### src/rtl/alu_pkg.sv
// alu_pkg: op codes, multicycle classification and FSM state encoding for alu_multicycle
package alu_pkg;
  localparam logic [3:0] OP_AND  = 4'b0000;
  localparam logic [3:0] OP_OR   = 4'b0001;
  localparam logic [3:0] OP_ADD  = 4'b0010;
  localparam logic [3:0] OP_SRA  = 4'b0011;
  localparam logic [3:0] OP_SLL  = 4'b0100;
  localparam logic [3:0] OP_SRL  = 4'b0101;
  localparam logic [3:0] OP_SUB  = 4'b0110;
  localparam logic [3:0] OP_SLT  = 4'b0111;
  localparam logic [3:0] OP_SLTU = 4'b1000;
  localparam logic [3:0] OP_XOR  = 4'b1011;
  localparam logic [3:0] OP_MULU = 4'b1100;
  localparam logic [3:0] OP_DIVU = 4'b1101;
  localparam logic [0:0] ST_IDLE = 1'b0;
  localparam logic [0:0] ST_RUN  = 1'b1;
  function automatic logic is_multicycle(input logic [3:0] op);
    return op == OP_MULU || op == OP_DIVU;
  endfunction
endpackage

### src/rtl/alu_muldiv_iter.sv
// alu_muldiv_iter: shared shift-add multiplier / restoring divider, one bit per cycle
module alu_muldiv_iter #(
  parameter int WIDTH = 32
) (
  input  logic             clk,
  input  logic             rst_n,
  input  logic             start,
  input  logic             is_div,
  input  logic             busy,
  input  logic [WIDTH-1:0] a,
  input  logic [WIDTH-1:0] b,
  output logic             done,
  output logic [WIDTH-1:0] nxt_lo,
  output logic [WIDTH-1:0] nxt_hi
);
  localparam int CW = $clog2(WIDTH);
  logic [WIDTH-1:0] hi_q, hi_d, lo_q, lo_d, m_q, m_d;
  logic [CW-1:0] cnt_q, cnt_d;
  logic div_q, div_d;
  logic [WIDTH:0] sum, rem_sh, diff;
  // hi holds the running product top / remainder; lo holds multiplier / dividend being shifted out
  always_comb begin
    sum = {1'b0, hi_q} + (lo_q[0] ? {1'b0, m_q} : '0);
    rem_sh = {hi_q, lo_q[WIDTH-1]};
    diff = rem_sh - {1'b0, m_q};
    nxt_hi = div_q ? (diff[WIDTH] ? rem_sh[WIDTH-1:0] : diff[WIDTH-1:0]) : sum[WIDTH:1];
    nxt_lo = div_q ? {lo_q[WIDTH-2:0], ~diff[WIDTH]} : {sum[0], lo_q[WIDTH-1:1]};
    done = busy && cnt_q == '0;
    hi_d = start ? '0 : busy ? nxt_hi : hi_q;
    lo_d = start ? (is_div ? a : b) : busy ? nxt_lo : lo_q;
    m_d = start ? (is_div ? b : a) : m_q;
    div_d = start ? is_div : div_q;
    cnt_d = start ? CW'(WIDTH - 1) : (busy && cnt_q != '0) ? cnt_q - 1'b1 : cnt_q;
  end
  always_ff @(posedge clk) begin
    if (!rst_n) begin
      hi_q <= '0;
      lo_q <= '0;
      m_q <= '0;
      div_q <= 1'b0;
      cnt_q <= '0;
    end else begin
      hi_q <= hi_d;
      lo_q <= lo_d;
      m_q <= m_d;
      div_q <= div_d;
      cnt_q <= cnt_d;
    end
  end
endmodule

### src/rtl/alu_multicycle.sv
// alu_multicycle: registered execute-stage ALU with iterative MULU/DIVU and valid/ready handshake
module alu_multicycle
  import alu_pkg::*;
#(
  parameter int WIDTH = 32,
  parameter int SHW = $clog2(WIDTH)
) (
  input  logic             clk,
  input  logic             rst_n,
  input  logic             in_valid,
  output logic             in_ready,
  input  logic [3:0]       op,
  input  logic [WIDTH-1:0] data_a,
  input  logic [WIDTH-1:0] data_b,
  input  logic [SHW-1:0]   shamt,
  output logic             out_valid,
  output logic [WIDTH-1:0] result_lo,
  output logic [WIDTH-1:0] result_hi,
  output logic             zero,
  output logic             overflow
);
  logic [0:0] state_q, state_d;
  logic out_valid_q, out_valid_d, zero_q, zero_d, ovf_q, ovf_d;
  logic [WIDTH-1:0] res_lo_q, res_lo_d, res_hi_q, res_hi_d;
  logic [WIDTH-1:0] sum, diff, alu_lo, it_lo, it_hi;
  logic accept, start, single, done, alu_ovf;
  assign in_ready = state_q == ST_IDLE;
  assign accept = in_valid && in_ready;
  assign start = accept && is_multicycle(op);
  assign single = accept && !is_multicycle(op);
  always_comb begin
    sum = data_a + data_b;
    diff = data_a - data_b;
    alu_ovf = 1'b0;
    case (op)
      OP_AND:  alu_lo = data_a & data_b;
      OP_OR:   alu_lo = data_a | data_b;
      OP_XOR:  alu_lo = data_a ^ data_b;
      OP_ADD: begin
        alu_lo = sum;
        alu_ovf = data_a[WIDTH-1] == data_b[WIDTH-1] && sum[WIDTH-1] != data_a[WIDTH-1];
      end
      OP_SUB: begin
        alu_lo = diff;
        alu_ovf = data_a[WIDTH-1] != data_b[WIDTH-1] && diff[WIDTH-1] != data_a[WIDTH-1];
      end
      OP_SLL:  alu_lo = data_b << shamt;
      OP_SRL:  alu_lo = data_b >> shamt;
      OP_SRA:  alu_lo = $signed(data_b) >>> shamt;
      OP_SLT:  alu_lo = {{(WIDTH-1){1'b0}}, $signed(data_a) < $signed(data_b)};
      OP_SLTU: alu_lo = {{(WIDTH-1){1'b0}}, data_a < data_b};
      default: alu_lo = '0;
    endcase
  end
  always_comb begin
    state_d = start ? ST_RUN : done ? ST_IDLE : state_q;
    out_valid_d = single || done;
    res_lo_d = done ? it_lo : single ? alu_lo : res_lo_q;
    res_hi_d = done ? it_hi : single ? '0 : res_hi_q;
    ovf_d = done ? 1'b0 : single ? alu_ovf : ovf_q;
    zero_d = out_valid_d ? res_lo_d == '0 : zero_q;
  end
  alu_muldiv_iter #(.WIDTH(WIDTH)) u_iter (
    .clk    (clk),
    .rst_n  (rst_n),
    .start  (start),
    .is_div (op == OP_DIVU),
    .busy   (state_q == ST_RUN),
    .a      (data_a),
    .b      (data_b),
    .done   (done),
    .nxt_lo (it_lo),
    .nxt_hi (it_hi)
  );
  always_ff @(posedge clk) begin
    if (!rst_n) begin
      state_q <= ST_IDLE;
      out_valid_q <= 1'b0;
      res_lo_q <= '0;
      res_hi_q <= '0;
      zero_q <= 1'b1;
      ovf_q <= 1'b0;
    end else begin
      state_q <= state_d;
      out_valid_q <= out_valid_d;
      res_lo_q <= res_lo_d;
      res_hi_q <= res_hi_d;
      zero_q <= zero_d;
      ovf_q <= ovf_d;
    end
  end
  assign out_valid = out_valid_q;
  assign result_lo = res_lo_q;
  assign result_hi = res_hi_q;
  assign zero = zero_q;
  assign overflow = ovf_q;
endmodule

### config.mk
export PLATFORM = sky130hd
export DESIGN_NAME = alu_multicycle
export DESIGN_NICKNAME = d
export VERILOG_FILES = /design/src/rtl/alu_pkg.sv /design/src/rtl/alu_muldiv_iter.sv /design/src/rtl/alu_multicycle.sv
export SDC_FILE = /design/constraint.sdc
export NUM_CORES = 1
export LEC_CHECK = 0
export ABC_AREA = 1
export CAP_MARGIN = 10
export CORE_MARGIN = 2
export CORE_UTILIZATION = 35
export DETAILED_ROUTE_END_ITERATION = 12
export PLACE_DENSITY = 0.5
export SLEW_MARGIN = 20
export SYNTH_ARGS = -nofsm -noshare
export SYNTH_HDL_FRONTEND = slang
export SYNTH_SLANG_ARGS = --single-unit
### constraint.sdc
create_clock -name clk -period 7.5 [get_ports clk]
set_input_delay 0.75 -clock clk [delete_from_list [all_inputs] [get_ports clk]]
set_output_delay 0.75 -clock clk [all_outputs]
set_load 0.02 [all_outputs]
==> results.sh <==
export IMPL_drt_first_pass_iters=9
export IMPL_hold_path_class="reg -> reg"
export IMPL_final_setup_tns_ns=0
export IMPL_worstMarginPinSlew_ns=1.01
export IMPL_end_kind="flip-flop"
export IMPL_gr_total_overflow=0
export IMPL_port_buffers=143
export IMPL_die_x_um=257
export IMPL_initial_utilization_pct=35.4
export IMPL_rows=92
export IMPL_timing_rr_end="result_hi[11]"
export IMPL_nets=4373
export IMPL_rr_worst_depth=19
export IMPL_ir_worst_vdd_v=0.000172
export IMPL_multi_input_area_um2=16000
export IMPL_drv_slew=0
export IMPL_period_minus_slack_ns=4.52
export IMPL_die_area_um2=65900
export IMPL_nFillCells=7418
export IMPL_holdPathEnd="result_hi[28]"
export IMPL_cp_start_kind="input port"
export IMPL_synth_area_per_cell_um2=5.44
export IMPL_final_layout_size_suffix_gt1_share_pct=3.12
export IMPL_cts_sinks=170
export IMPL_required_ns=7.91
export IMPL_cellLeakagePower_nw=12.4
export IMPL_crit_fanout=34
export IMPL_skew_ns=0.0116
export IMPL_dp_hpwl_um=93800
export IMPL_numCtsBuffers=17
export IMPL_wl_um=116000
export IMPL_netlist_instances=4109
export IMPL_grt_use_total_pct=34.1
export IMPL_grt_max_degree=125
export IMPL_cts_resized_gates=0
export IMPL_synth_cell_type_count=56
export IMPL_vias=28100
export IMPL_seqCellArea_um2=3400
export IMPL_core_area_um2=63100
export IMPL_finalWorstSetupSlack_ns=2.98
export IMPL_drt_iter0_drc=3626
export IMPL_clk_pin_slew_ns=0.07
export IMPL_synthesis_nets=4356
export IMPL_slew_headroom_pct=32.1
export IMPL_hold_start="result_hi[28]"
export IMPL_rsz0062_at_grt="false"
export IMPL_grt_pass1_wl_um=169000
export IMPL_syn2layout_area_growth_pct=11.4
export IMPL_insertion_delay_ns=0.46
export IMPL_ys_seq_area_share_pct=15.2
export IMPL_h_tree_depth=4
export IMPL_drc_errors=0
export IMPL_postCtsSetupBuffers=0
export IMPL_clock_path_buffers=2
export IMPL_vias_per_cell=5.63
export IMPL_status="finished, final reports clean"
export IMPL_synth_warnings=0
export IMPL_finalSetupViolations=0
export IMPL_cts_hold_fix_buffers=0
export IMPL_max_freq_mhz=221
export IMPL_ys_ff_latch=170
export IMPL_final_util_pct=39.4
export IMPL_die_h_um=257
export IMPL_grt_pass1_vias=25300
export IMPL_antenna_found_initial=8
export IMPL_cts_root_buf="clkbuf_16"
export IMPL_postRouteAntennaNets=0
export IMPL_power_density_nw_per_um2=135
export IMPL_critPathArrivalTime_ns=4.93
export IMPL_dp_slack_ns=2.78
export IMPL_gp_congestion=1.03
export IMPL_r2r_start="u_iter.lo_q[31]"
export IMPL_ff2ff_setup_slack_ns=3.70
export IMPL_criticalPathCategory="in -> reg"
export IMPL_min_period_over_period_pct=60.3
export IMPL_cts_tree="done"
export IMPL_ioPinCount=144
export IMPL_synth_area_um2=22300
export IMPL_hold_violations=0
export IMPL_wl_per_cell_um=23.2
export IMPL_whs_path_depth=2
export IMPL_max_cap_violations=0
==> cell type report <==
| cell class | count | area share [%] |
|---|---|---|
| antenna | 5 | 0.0503 |
| clock inverter | 10 | 0.478 |
| timing repair buffer | 183 | 6.95 |
| inverter | 557 | 8.42 |
| multi-input combinational | 3197 | 64.4 |
| clock buffer | 21 | 1.81 |
| tap | 846 | 4.25 |
| sequential | 170 | 13.7 |
==> stage by stage <==
| step | hold slack [ns] | instance area [um^2] | total power [mW] | std cells |
|---|---|---|---|---|
| 3_3_place_gp | 0.454 | 24300 | 2.42 | 4953 |
| 4_1_cts | 0.466 | 24900 | 3.32 | 4984 |
| 5_1_grt | 0.481 | 24900 | 3.53 | 4984 |
| 6_report | 0.464 | 24900 | 3.35 | 4989 |
| 3_5_place_dp | 0.455 | 24300 | 2.41 | 4953 |
| 2_1_floorplan | 0.453 | 22300 | 1.89 | 4109 |
==> critical path, cell delays in order <==
cell and delay (ns):
clkdlybuf4s50_1 0.45, buf_4 0.37, inv_2 0.39, nand2_1 0.38, nand2_1 0.08, nand2_1 0.11, nand2_1 0.12, nand2_1 0.08
nand2_1 0.07, nand2_1 0.06, nand2_1 0.05, nor2_1 0.21, nand2_1 0.11, a21oi_1 0.44, nand3_1 0.37, nand2_1 0.20
nand3_1 0.09, nor2_1 0.12, nand2_1 0.07, nor2_1 0.21, nand3_1 0.10, nand2_1 0.06
==> cell usage in the layout (no fill, tap or decap), types with 4 or more instances in the layout <==
master           netlist  layout
nand2_1             1234    1233
inv_1                540     539
nand3_1              481     481
nor2_1               354     352
a21oi_1              322     322
o21ai_0              295     295
dfxtp_1              170     169
ha_1                 167     167
clkdlybuf4s50_1        0     140
nand4_1               49      49
o22ai_1               47      47
o211ai_1              46      46
buf_4                  3      39
nor3_1                31      31
o21bai_1              23      23
xor2_1                20      20
clkbuf_16              0      17
or2_2                 16      16
inv_2                 16      15
and2_1                15      15
xnor2_1               11      11
a31oi_1               10      10
nand3b_1               7       7
nor2_2                 5       7
a21o_1                 6       6
diode_2                0       5
nand2_2                4       5
and3_1                 5       5
a22o_1                 5       5
clkinv_2               0       4
nor2_4                 4       4
fa_1                   4       4
==> logic make-up (layout without fill, tap and decap cells) <==
group	after synthesis	count (layout)	share of synthesized area [%]
simple gates	2214	2214	41.6
compound gates	778	778	19.0
buf+inv	742	771	13.1
fa+ha+maj	171	171	9.71
flops	170	170	15.2
xor+xnor	31	31	1.22
mux	3	3	0.134
other cells	0	5	0
==> layer usage <==
metal | wire (um) | global-route usage [%] | vias up
li1 | - | - | 13400
met1 | 53500 | 50.4 | 13000
met2 | 46100 | 48.4 | 1440
met3 | 11700 | 6.36 | 186
met4 | 4530 | 12.3 | 6
met5 | 50 | 0 | -
==> cell usage after synthesis, drive strengths merged <==
| master | number | area (um^2) |
|---|---|---|
| nand2 | 1239 | 4670 |
| inv | 556 | 2090 |
| nand3 | 482 | 2420 |
| nor2 | 363 | 1410 |
| a21oi | 322 | 1610 |
| o21ai | 299 | 1500 |
| dfxtp | 170 | 3400 |
| ha | 167 | 2090 |
| buf | 100 | 524 |
| clkbuf | 85 | 320 |
| nand4 | 50 | 319 |
| o22ai | 47 | 294 |
| o211ai | 46 | 345 |
| nor3 | 33 | 181 |
| o21bai | 23 | 173 |
| xor2 | 20 | 175 |
| or2 | 17 | 106 |
| and2 | 15 | 93.8 |
| xnor2 | 11 | 96.3 |
| a31oi | 10 | 62.6 |
| nand3b | 7 | 52.6 |
| a21o | 6 | 45.0 |
| a22o | 5 | 43.8 |
| and3 | 5 | 31.3 |
| a21boi | 4 | 30.0 |
| fa | 4 | 80.1 |
| a211oi | 3 | 22.5 |
| mux2i | 3 | 30.0 |
| o21a | 3 | 22.5 |
| o221ai | 3 | 26.3 |
| a221oi | 2 | 17.5 |
| nor4 | 2 | 12.5 |
| a2111oi | 1 | 8.76 |
| clkinv | 1 | 3.75 |
| nor3b | 1 | 7.51 |
| o2111ai | 1 | 8.76 |
| o221a | 1 | 11.3 |
| o31ai | 1 | 7.51 |
| o32ai | 1 | 8.76 |
==> where the power goes <==
group	switching [mW]	total (mW)	internal (mW)
clock	0.407	0.906	0.499
sequential	0.0392	0.974	0.935
combinational	1.06	1.47	0.413
total	1.50	3.35	1.85
==> how the worst max path moves through the flow <==
stage                     startpoint   end  slack [ns]  cells past startpoint
final                       shamt[0]  zero        2.98                     22
after global routing      data_b[17]  zero        2.85                     20
after CTS                   shamt[4]  zero        3.26                     16
after detailed placement    shamt[4]  zero        2.78                     16
after global placement      shamt[4]  zero        2.79                     16
after floorplan            data_a[0]  zero        4.71                     19
==> sequential cells by signal (all words and copies together), names as in the netlist <==
name          count
u_iter.hi_q      32
overflow          1
state_q           1
u_iter.cnt_q      5
u_iter.div_q      1
zero              1
result_hi        32
u_iter.lo_q      32
out_valid         1
result_lo        32
u_iter.m_q       32
No activity file was read; power rests on OpenSTA's default activity.
